<file path="src/rtl/cu_pkg.sv">
// Shared definitions for the CORG multi-cycle control unit: opcode and ALU codes,
// FSM state encoding, PC source selects and the control-word layout.
package cu_pkg;

  typedef enum logic [2:0] {
    S_FETCH  = 3'd0,
    S_DECODE = 3'd1,
    S_EXEC   = 3'd2,
    S_WB     = 3'd3,
    S_BRANCH = 3'd4,
    S_ADDR   = 3'd5,
    S_MEM    = 3'd6,
    S_TRAP   = 3'd7
  } state_e;

  localparam logic [4:0] OP_ADD  = 5'b00000;
  localparam logic [4:0] OP_AND  = 5'b00100;
  localparam logic [4:0] OP_SUB  = 5'b01000;
  localparam logic [4:0] OP_OR   = 5'b01100;
  localparam logic [4:0] OP_XOR  = 5'b10000;
  localparam logic [4:0] OP_SLL  = 5'b11000;
  localparam logic [4:0] OP_SRL  = 5'b11100;
  localparam logic [4:0] OP_JR   = 5'b10101;
  localparam logic [4:0] OP_ADDI = 5'b00010;
  localparam logic [4:0] OP_ANDI = 5'b00110;
  localparam logic [4:0] OP_SUBI = 5'b01010;
  localparam logic [4:0] OP_ORI  = 5'b01110;
  localparam logic [4:0] OP_BEQ  = 5'b10010;
  localparam logic [4:0] OP_BNE  = 5'b10110;
  localparam logic [4:0] OP_LW   = 5'b11010;
  localparam logic [4:0] OP_SW   = 5'b11110;
  localparam logic [4:0] OP_J    = 5'b00001;
  localparam logic [4:0] OP_JAL  = 5'b00101;

  localparam logic [2:0] ALU_ADD = 3'b000;
  localparam logic [2:0] ALU_AND = 3'b001;
  localparam logic [2:0] ALU_SUB = 3'b010;
  localparam logic [2:0] ALU_OR  = 3'b011;
  localparam logic [2:0] ALU_XOR = 3'b100;
  localparam logic [2:0] ALU_SLL = 3'b110;
  localparam logic [2:0] ALU_SRL = 3'b111;

  localparam logic [1:0] PC_PLUS1  = 2'b00;
  localparam logic [1:0] PC_BRANCH = 2'b01;
  localparam logic [1:0] PC_JUMP   = 2'b10;
  localparam logic [1:0] PC_RS     = 2'b11;

  typedef struct packed {
    logic       mem_req;
    logic       mem_we;
    logic       iord;
    logic       ir_write;
    logic       pc_write;
    logic [1:0] pc_src;
    logic       reg_dst;
    logic       alu_src;
    logic [2:0] alu_op;
    logic       reg_write;
    logic       mem_to_reg;
    logic       link;
  } ctrl_t;

  // ALU register-register ops only; jr is R-format but never reaches EXEC.
  function automatic logic is_rtype(input logic [4:0] op);
    case (op)
      OP_ADD, OP_AND, OP_SUB, OP_OR, OP_XOR, OP_SLL, OP_SRL: return 1'b1;
      default: return 1'b0;
    endcase
  endfunction

  function automatic logic is_itype(input logic [4:0] op);
    case (op)
      OP_ADDI, OP_ANDI, OP_SUBI, OP_ORI: return 1'b1;
      default: return 1'b0;
    endcase
  endfunction

  function automatic logic [2:0] alu_code(input logic [4:0] op);
    case (op)
      OP_AND, OP_ANDI: return ALU_AND;
      OP_SUB, OP_SUBI: return ALU_SUB;
      OP_OR,  OP_ORI:  return ALU_OR;
      OP_XOR:          return ALU_XOR;
      OP_SLL:          return ALU_SLL;
      OP_SRL:          return ALU_SRL;
      default:         return ALU_ADD;
    endcase
  endfunction

endpackage

</file>
<file path="src/rtl/multicycle_control_unit_if.sv">
// Bus between the multi-cycle control unit and the CORG datapath: IR opcode,
// ALU flag and memory handshake in; datapath enables, trap flags and debug state out.
interface multicycle_control_unit_if #(
  parameter int OPCODE_W = 5,
  parameter int ALU_OP_W = 3
);
  logic [OPCODE_W-1:0] opcode;
  logic                zero;
  logic                mem_ready;
  logic                mem_req;
  logic                mem_we;
  logic                iord;
  logic                ir_write;
  logic                pc_write;
  logic [1:0]          pc_src;
  logic                reg_dst;
  logic                alu_src;
  logic [ALU_OP_W-1:0] alu_op;
  logic                reg_write;
  logic                mem_to_reg;
  logic                link;
  logic                illegal;
  logic                timeout;
  logic [2:0]          state;

  modport master (
    input  opcode, zero, mem_ready,
    output mem_req, mem_we, iord, ir_write, pc_write, pc_src, reg_dst, alu_src,
           alu_op, reg_write, mem_to_reg, link, illegal, timeout, state
  );

  modport slave (
    output opcode, zero, mem_ready,
    input  mem_req, mem_we, iord, ir_write, pc_write, pc_src, reg_dst, alu_src,
           alu_op, reg_write, mem_to_reg, link, illegal, timeout, state
  );
endinterface

</file>
<file path="src/rtl/mem_wait_timer.sv">
// Counts cycles spent waiting on mem_ready and flags when the wait budget is spent.
// WAIT_LIMIT = 0 turns the timer off (expired never asserts).
module mem_wait_timer #(
  parameter int WAIT_LIMIT = 15
) (
  input  logic clk,
  input  logic rst,
  input  logic clr_i,
  input  logic en_i,
  output logic expired_o
);
  localparam int CNT_W = (WAIT_LIMIT > 0) ? $clog2(WAIT_LIMIT + 1) : 1;
  localparam logic [CNT_W-1:0] LIMIT = CNT_W'(WAIT_LIMIT);

  logic [CNT_W-1:0] cnt_q, cnt_d;

  // NOTE: a default assignment first in every combinational block means no path leaves it unassigned, so no latch.
  always_comb begin
    cnt_d = cnt_q;
    if (clr_i) begin
      cnt_d = '0;
    end else if (en_i && (cnt_q != LIMIT)) begin
      cnt_d = cnt_q + 1'b1;
    end
  end

  // NOTE: flops use non-blocking assignment so every register samples its pre-edge inputs.
  always_ff @(posedge clk or posedge rst) begin
    if (rst) begin
      cnt_q <= '0;
    end else begin
      cnt_q <= cnt_d;
    end
  end

  assign expired_o = (WAIT_LIMIT != 0) && (cnt_q == LIMIT);
endmodule

</file>
<file path="src/rtl/multicycle_control_unit.sv">
// Multi-cycle sequencing FSM for the CORG datapath: steps each instruction through
// fetch/decode/execute/memory/write-back and drives the shared datapath enables.
module multicycle_control_unit
  import cu_pkg::*;
#(
  parameter int OPCODE_W        = 5,
  parameter int ALU_OP_W        = 3,
  parameter int WAIT_LIMIT      = 15,
  parameter int TRAP_ON_ILLEGAL = 1
) (
  input logic                       clk,
  input logic                       rst,
  multicycle_control_unit_if.master bus
);
  state_e              state_q, state_d;
  logic                illegal_q, illegal_d;
  logic                timeout_q, timeout_d;
  logic [OPCODE_W-1:0] opcode;
  logic [4:0]          op;
  logic                op_hi;
  logic                is_r, is_i, is_j, is_jal, is_jr, is_beq, is_bne, is_lw, is_sw;
  logic                in_wait, expired;
  ctrl_t               ctrl_c, ctrl_o;

  assign opcode = bus.opcode;
  assign op     = opcode[4:0];
  // Any set bit above the decoded field makes the whole opcode illegal.
  assign op_hi  = (opcode >> 5) != '0;

  assign is_r   = !op_hi && is_rtype(op);
  assign is_i   = !op_hi && is_itype(op);
  assign is_j   = !op_hi && (op == OP_J);
  assign is_jal = !op_hi && (op == OP_JAL);
  assign is_jr  = !op_hi && (op == OP_JR);
  assign is_beq = !op_hi && (op == OP_BEQ);
  assign is_bne = !op_hi && (op == OP_BNE);
  assign is_lw  = !op_hi && (op == OP_LW);
  assign is_sw  = !op_hi && (op == OP_SW);

  // Count only while a request is outstanding; any non-wait state or a completed
  // request leaves the counter at zero for the next FETCH/MEM entry.
  assign in_wait = (state_q == S_FETCH) || (state_q == S_MEM);

  mem_wait_timer #(
    .WAIT_LIMIT(WAIT_LIMIT)
  ) u_wait (
    .clk      (clk),
    .rst      (rst),
    .clr_i    (!in_wait || bus.mem_ready),
    .en_i     (in_wait && !bus.mem_ready),
    .expired_o(expired)
  );

  always_ff @(posedge clk or posedge rst) begin
    if (rst) begin
      state_q   <= S_FETCH;
      illegal_q <= 1'b0;
      timeout_q <= 1'b0;
    end else begin
      state_q   <= state_d;
      illegal_q <= illegal_d;
      timeout_q <= timeout_d;
    end
  end

  always_comb begin
    state_d   = state_q;
    illegal_d = illegal_q;
    timeout_d = timeout_q;
    case (state_q)
      S_FETCH, S_MEM: begin
        if (bus.mem_ready) begin
          if (state_q == S_FETCH) state_d = S_DECODE;
          else                    state_d = is_sw ? S_FETCH : S_WB;
        end else if (expired) begin
          state_d   = S_TRAP;
          timeout_d = 1'b1;
        end
      end
      S_DECODE: begin
        if (is_j || is_jal || is_jr)  state_d = S_FETCH;
        else if (is_r || is_i)        state_d = S_EXEC;
        else if (is_beq || is_bne)    state_d = S_BRANCH;
        else if (is_lw || is_sw)      state_d = S_ADDR;
        else if (TRAP_ON_ILLEGAL != 0) begin
          state_d   = S_TRAP;
          illegal_d = 1'b1;
        end else begin
          state_d = S_FETCH;
        end
      end
      S_EXEC:   state_d = S_WB;
      S_WB:     state_d = S_FETCH;
      S_BRANCH: state_d = S_FETCH;
      S_ADDR:   state_d = S_MEM;
      S_TRAP:   state_d = S_TRAP;
    endcase
  end

  always_comb begin
    ctrl_c = '0;
    case (state_q)
      S_FETCH: begin
        ctrl_c.mem_req = 1'b1;
        if (bus.mem_ready) begin
          ctrl_c.ir_write = 1'b1;
          ctrl_c.pc_write = 1'b1;
          ctrl_c.pc_src   = PC_PLUS1;
        end
      end
      S_DECODE: begin
        if (is_j || is_jal) begin
          ctrl_c.pc_write  = 1'b1;
          ctrl_c.pc_src    = PC_JUMP;
          ctrl_c.reg_write = is_jal;
          ctrl_c.link      = is_jal;
        end else if (is_jr) begin
          ctrl_c.pc_write = 1'b1;
          ctrl_c.pc_src   = PC_RS;
        end
      end
      S_EXEC: begin
        ctrl_c.alu_op  = alu_code(op);
        ctrl_c.alu_src = is_i;
      end
      S_WB: begin
        ctrl_c.reg_write  = 1'b1;
        ctrl_c.reg_dst    = is_r;
        ctrl_c.mem_to_reg = is_lw;
      end
      S_BRANCH: begin
        ctrl_c.alu_op   = ALU_SUB;
        ctrl_c.pc_src   = PC_BRANCH;
        ctrl_c.pc_write = is_beq ? bus.zero : (is_bne && !bus.zero);
      end
      S_ADDR: begin
        ctrl_c.alu_op  = ALU_ADD;
        ctrl_c.alu_src = 1'b1;
      end
      S_MEM: begin
        ctrl_c.mem_req = 1'b1;
        ctrl_c.iord    = 1'b1;
        ctrl_c.mem_we  = is_sw;
      end
      S_TRAP: ctrl_c = '0;
    endcase
  end

  // Reset forces every output low at once, abandoning any in-flight memory request.
  assign ctrl_o = rst ? '0 : ctrl_c;

  assign bus.mem_req    = ctrl_o.mem_req;
  assign bus.mem_we     = ctrl_o.mem_we;
  assign bus.iord       = ctrl_o.iord;
  assign bus.ir_write   = ctrl_o.ir_write;
  assign bus.pc_write   = ctrl_o.pc_write;
  assign bus.pc_src     = ctrl_o.pc_src;
  assign bus.reg_dst    = ctrl_o.reg_dst;
  assign bus.alu_src    = ctrl_o.alu_src;
  assign bus.alu_op     = ALU_OP_W'(ctrl_o.alu_op);
  assign bus.reg_write  = ctrl_o.reg_write;
  assign bus.mem_to_reg = ctrl_o.mem_to_reg;
  assign bus.link       = ctrl_o.link;
  assign bus.illegal    = !rst && illegal_q;
  assign bus.timeout    = !rst && timeout_q;
  assign bus.state      = rst ? 3'd0 : state_q;
endmodule

</file>
<file path="src/flat_wrapper.sv">
// flat-port wrapper written by rule: the top's interface ports become plain ports
module multicycle_control_unit_flat import cu_pkg::*;
#(
  parameter int OPCODE_W        = 5,
  parameter int ALU_OP_W        = 3,
  parameter int WAIT_LIMIT      = 15,
  parameter int TRAP_ON_ILLEGAL = 1
)
  (clk, rst, bus_opcode, bus_zero, bus_mem_ready, bus_mem_req, bus_mem_we, bus_iord, bus_ir_write, bus_pc_write, bus_pc_src, bus_reg_dst, bus_alu_src, bus_alu_op, bus_reg_write, bus_mem_to_reg, bus_link, bus_illegal, bus_timeout, bus_state);
  multicycle_control_unit_if #(.OPCODE_W(OPCODE_W), .ALU_OP_W(ALU_OP_W)) bus_i ();
  input logic clk;
  input logic rst;
  input wire logic [$bits(bus_i.opcode)-1:0] bus_opcode;
  input wire logic [$bits(bus_i.zero)-1:0] bus_zero;
  input wire logic [$bits(bus_i.mem_ready)-1:0] bus_mem_ready;
  output wire logic [$bits(bus_i.mem_req)-1:0] bus_mem_req;
  output wire logic [$bits(bus_i.mem_we)-1:0] bus_mem_we;
  output wire logic [$bits(bus_i.iord)-1:0] bus_iord;
  output wire logic [$bits(bus_i.ir_write)-1:0] bus_ir_write;
  output wire logic [$bits(bus_i.pc_write)-1:0] bus_pc_write;
  output wire logic [$bits(bus_i.pc_src)-1:0] bus_pc_src;
  output wire logic [$bits(bus_i.reg_dst)-1:0] bus_reg_dst;
  output wire logic [$bits(bus_i.alu_src)-1:0] bus_alu_src;
  output wire logic [$bits(bus_i.alu_op)-1:0] bus_alu_op;
  output wire logic [$bits(bus_i.reg_write)-1:0] bus_reg_write;
  output wire logic [$bits(bus_i.mem_to_reg)-1:0] bus_mem_to_reg;
  output wire logic [$bits(bus_i.link)-1:0] bus_link;
  output wire logic [$bits(bus_i.illegal)-1:0] bus_illegal;
  output wire logic [$bits(bus_i.timeout)-1:0] bus_timeout;
  output wire logic [$bits(bus_i.state)-1:0] bus_state;
  assign bus_i.opcode = bus_opcode;
  assign bus_i.zero = bus_zero;
  assign bus_i.mem_ready = bus_mem_ready;
  assign bus_mem_req = bus_i.mem_req;
  assign bus_mem_we = bus_i.mem_we;
  assign bus_iord = bus_i.iord;
  assign bus_ir_write = bus_i.ir_write;
  assign bus_pc_write = bus_i.pc_write;
  assign bus_pc_src = bus_i.pc_src;
  assign bus_reg_dst = bus_i.reg_dst;
  assign bus_alu_src = bus_i.alu_src;
  assign bus_alu_op = bus_i.alu_op;
  assign bus_reg_write = bus_i.reg_write;
  assign bus_mem_to_reg = bus_i.mem_to_reg;
  assign bus_link = bus_i.link;
  assign bus_illegal = bus_i.illegal;
  assign bus_timeout = bus_i.timeout;
  assign bus_state = bus_i.state;
  multicycle_control_unit #(.OPCODE_W(OPCODE_W), .ALU_OP_W(ALU_OP_W), .WAIT_LIMIT(WAIT_LIMIT), .TRAP_ON_ILLEGAL(TRAP_ON_ILLEGAL)) u_core (.clk(clk), .rst(rst), .bus(bus_i));
endmodule
</file>
<file path="config.mk">
export PLATFORM = sky130hd
export DESIGN_NAME = multicycle_control_unit_flat
export DESIGN_NICKNAME = d
export VERILOG_FILES = /design/src/rtl/cu_pkg.sv /design/src/rtl/multicycle_control_unit_if.sv /design/src/rtl/mem_wait_timer.sv /design/src/rtl/multicycle_control_unit.sv /design/src/flat_wrapper.sv
export SDC_FILE = /design/constraint.sdc
export NUM_CORES = 1
export LEC_CHECK = 0
export ABC_AREA = 1
export CAP_MARGIN = 10
export CORE_MARGIN = 4
export CORE_UTILIZATION = 41
export DETAILED_ROUTE_END_ITERATION = 12
export GPL_TIMING_DRIVEN = 0
export PLACE_DENSITY = 0.81
export SETUP_SLACK_MARGIN = 0.5
export SYNTH_ARGS = -nofsm -noshare
export SYNTH_HDL_FRONTEND = slang
export SYNTH_SLANG_ARGS = --single-unit
</file>
<file path="constraint.sdc">
create_clock -name clk -period 3.05 [get_ports clk]
set_input_delay 0.4575 -clock clk [delete_from_list [all_inputs] [get_ports clk]]
set_output_delay 0.4575 -clock clk [all_outputs]
set_load 0.01 [all_outputs]
</file>
* Yosys cells after proc, flatten, opt, wreduce, memory -nomap -nowiden
Memories as Yosys holds them, arrays and structs flattened.
Index checks and enable logic that the tools add are counted.
** Operators by class
- Multiplexer cells :: 30
- Bitwise logic cells :: 5
- Reductions and logical operators :: 25
- Add/subtract/negate cells :: 1
- Eq/ne operators :: 27
** Operator list (number)
- $eq A5 B5 Y1 const B :: 8
- $mux W3 :: 9
- $eq A5 B4 Y1 const B :: 4
- $pmux W3 S6 :: 1
- $eq A5 B3 Y1 const B :: 3
- $mux W15 :: 1
- $eq A3 B3 Y1 const B :: 4
- $mux W4 :: 3
- $mux W1 :: 9
- $pmux W3 S3 :: 1
- $logic_or A1 B1 Y1 :: 7
- $reduce_or A7 Y1 :: 1
- $eq A3 B2 Y1 const B :: 2
- $mux W2 :: 3
- $pmux W3 S2 :: 1
- $eq A5 B1 Y1 const B :: 1
- $eq A5 B2 Y1 const B :: 1
- $logic_and A1 B1 Y1 :: 5
- $logic_not A5 Y1 :: 1
- $not A1 Y1 :: 5
- $reduce_and A5 Y1 :: 1
- $add A4 B1 Y4 const B :: 1
- $eq A4 B4 Y1 const B :: 1
- $logic_not A1 Y1 :: 4
- 9 further kinds :: 11
** Storage, ports and cells
- Input bits :: 9
- Memory bits (read-only) :: 96
- Output and inout bits :: 20
- Memories kept :: 1
- Register bits :: 9
- Logic and storage cells :: 93
** Memories
- (name not given) :: depth 32, width 3, rd ports 1, clocked after memory_dff 0, write ports 0, RTL line cu_pkg.sv:79 : case (op)

* Depth between registers and ports, before layout
- Depth in word-level cells :: 7
- Mapped depth :: 8
- Mapped depth without buffers :: 8

* Modules after synthesis
From an unflattened synthesis, not the netlist that was laid out.
** Unflattened totals
- Cells, all modules :: 143
- Area, all modules :: 899.6 um2
** Modules (own cells, without submodules)
- multicycle_control_unit :: area an instance 670.6 um2, seq. area each 125.1 um2, times used 1, cells each 113
- mem_wait_timer :: area an instance 229.0 um2, seq. area each 100.1 um2, times used 1, cells each 30

* Worst setup path after synthesis
Ideal clock, no wire load.
- Kind :: input port to output port
- From :: in rst
- To :: out bus_alu_op[2]
- Arrival :: 1.199 ns
- Slack :: 1.394 ns
- Stages :: 3
- Path through :: inv_1 nand4_1 nor3b_1
** On the way
- Word-level cells in the longest chain between the ends :: 1
** Ends and longest elaborated chain
- start, declared :: RTL line flat_wrapper.sv:12 : input logic rst;
- $mux W15 :: RTL line multicycle_control_unit.sv:150 : assign ctrl_o = rst ? '0 : ctrl_c;
- end, declared :: RTL line flat_wrapper.sv:24 : output wire logic [$bits(bus_i.alu_op)-1:0] bus_alu_op;
Every way passes these cells.

* Worst setup path in the final report
- From :: in bus_opcode[1]
- To :: out bus_alu_op[0]
** On the way
- Word-level cells in the longest chain between the ends :: 3
** Ends and longest elaborated chain
- start, declared :: RTL line flat_wrapper.sv:13 : input wire logic [$bits(bus_i.opcode)-1:0] bus_opcode;
- $mem_v2 Z32 W3
- $pmux W3 S2 :: RTL line multicycle_control_unit.sv:102 : case (state_q)
- $mux W15 :: RTL line multicycle_control_unit.sv:150
Every way passes these cells.

==> metrics.cfg <==
[status]
status = completed

[yosys]
synth_compound_area_share_pct = 11.01
async_flop_share_pct = 100.0
synth_top_area_cell = dfrtp_1
netlist_top_cells_area = dfrtp_1, nor2_1, nand2_1
synthCells = 129
yosys_warnings = 0
yosys.area_share.simple_pct = 45.89
syn_nets = 139
avgSynthCellArea_um2 = 6.256
synth_top_family_by_area = simple AND/OR/NAND/NOR gates
ys_ff_latch = 9
syn_area_um2 = 807.0
synth-xor-area-share_pct = 2.171
synth-edff-count = 0
synthMuxAreaShare_pct = 1.240
synth_cell_types = 28
synth_most_common_cell = nor2_1
ys.flop_type = dfrtp_1
synthAdderAreaFrac_pct = 1.550
synth_commonest_cells = nor2_1, nand2_1, inv_1
synth.top_cell.area_share_pct = 27.91
yosysSeqAreaShare_pct = 27.91

[layout]
num-nets-final = 174
diodes = 0
drive_gt1_share_pct = 11.66
area_growth_pct = 47.75
fillers = 168

[critical_path]
crit_type = in2out
end_kind = output pin
critPathLaunchType = input port
cp.required_ns = 2.59
critPathArrivalTime_ns = 2.07
cp_max_fo = 3

[clock_network]
insertion_delay_ns = 0.26
clockRootBuffer = clkbuf_4
cts_htree_levels = 1
numCtsBuffers = 3
cts.sinks = 9
cts.path.max_buffers = 2
cts_tree = done
cts_hold_buf = 0
path_clk_slew_ns = 0.06

[timing]
skew_ns = 0.003783
period_minus_slack_ns = 2.530
rsz0062_at_grt = yes
finalSetupTns_ns = 0
relSlewSlack_pct = 70.78
final_max_slew_viol_count = 0
tightest_slew_ns = 0.4383
fin_ws_ns = 0.5205
fmax_mhz = 395.3
fin_crit_sh_pct = 82.94
hold_viol = 0
setup_viol = 0

[power_and_ir_drop]
total_power_mw = 0.2626
p_leak_nw = 0.6098
powerDensity_mw_per_mm2 = 220.2
vdd_ir_drop_max_mv = 0.2571

[floorplanning]
start_util_pct = 44.79
die_h_um = 52.37
die-area_mm2 = 0.002742
fp.dieW_um = 52.37
core_mm2 = 0.001802
row_count = 15
io_pins = 29

[global_route]
grt_max_degree = 11
grt_antenna_before_repair = 0
grt_use_total_pct = 19.00
grt_pass1_vias = 896
grt_overflow = 0
grt_pass1_wl_um = 3946

[route]
drt_wl_total_um = 2251
drt-initial-drc-count = 27
vias = 974
via_per_inst = 5.181
first_pass_iters = 4
drc = 0
post_drt_wl_per_cell_um = 11.97
ant_nets = 0

[min_path]
hold_path.class = in2async

[job]
cap_violations = 0

[place]
numPortBuffers = 28
gp_congestion = 0.8844
pre_cts_ws_ns = 0.2563
dp_hpwl_um = 1717

-- metal layers --
metal,up-vias,global-route usage (%),wire (um)
met5,-,0,0
met4,0,3.830,70
met3,15,6.553,251
met2,62,27.69,929
met1,411,26.92,1000
li1,486,-,-
-- cell families (layout without fill, tap and decap cells) --
| family | after synthesis | count (layout) |
|---|---|---|
| DFF | 9 | 9 |
| adders and majority gates | 1 | 1 |
| AOI/OAI and AO/OA | 15 | 15 |
| muxes | 1 | 1 |
| buffers and inverters | 22 | 56 |
| xor gates and xnor gates | 2 | 2 |
| and+or+nand+nor | 79 | 79 |
-- stage by stage --
stage	util [%]	instances	cell area [um^2]	hold WS, ns
2_1_floorplan	-	129	807.0	0.2936
3_3_place_gp	62.08	182	1119	0.4346
3_5_place_dp	62.08	182	1119	0.4451
4_1_cts	64.24	187	1157	0.4591
5_1_grt	66.18	188	1192	0.3577
6_report	66.18	188	1192	0.3478
-- worst max-delay path: stages --
cell	delay, ns
clkdlybuf4s50_1	0.47
nor2_1	0.17
nand2_1	0.10
nor2_1	0.16
a31oi_1	0.08
nor2_1	0.10
clkdlybuf4s50_1	0.54
-- report_power, final --
group	switching, mW	internal, mW	leakage, nW	total, mW
Sequential	0	0.119	0.0996	0.119
Clock	0.0391	0.0502	0.0150	0.0893
Combinational	0.0310	0.0228	0.495	0.0538
Total	0.0701	0.193	0.610	0.263
-- registers in the layout, summed over array words and instances, names as in the netlist --
name,cells
u_core.u_wait.cnt_q,4
u_core.illegal_q,1
u_core.timeout_q,1
u_core.state_q,3
-- area by class of cell --
| type | instances | area, um^2 | share of cell area (%) |
|---|---|---|---|
| plain buffers | 1 | 3.754 | 0.3148 |
| clock buffers | 4 | 26.28 | 2.204 |
| inverters | 21 | 82.58 | 6.926 |
| multi-input cells | 98 | 514.2 | 43.13 |
| flip-flops and latches | 9 | 225.2 | 18.89 |
| well taps | 25 | 31.28 | 2.623 |
| repair buffers | 30 | 309.0 | 25.92 |
-- placed cells by master, fill, tap and decap left out, types with 2 or more instances in the layout --
master           Yosys  layout
a21oi_1              5       5
buf_4                0       2
clkbuf_1             1       2
clkbuf_4             0       3
clkdlybuf4s50_1      0      18
dfrtp_1              9       9
dlygate4sd2_1        0       3
dlymetal6s2s_1       0       7
inv_1               19      16
inv_2                2       4
nand2_1             25      25
nand3_1             16      15
nand3_2              3       4
nor2_1              26      26
nor2_4               1       3
o21ai_0              3       3
o22ai_1              2       2
-- worst paths after layout --
kind / startpoint / to / slack [ns] / depth (start not counted)
worst max-delay path: bus_opcode[1] / bus_alu_op[0] / 0.52 / 7
worst min-delay path: rst / u_core.u_wait.cnt_q[0] / 0.35 / 3
worst max register to register: u_core.state_q[0] / u_core.state_q[2] / 1.69 / 6
worst min register to register: u_core.illegal_q / u_core.illegal_q / 0.45 / 2
max in group asynchronous: rst / u_core.u_wait.cnt_q[3] / 2.57 / 3
min in group clk: u_core.illegal_q / u_core.illegal_q / 0.45 / 2
-- repair_timing --
item | 4_1_cts | 5_1_grt
endpoints found under the setup margin | 8 | 17
resized for setup | 6 | 10
setup buffers | 1 | 1
pin swaps | 0 | 0
(Power assumes the default switching activity.)
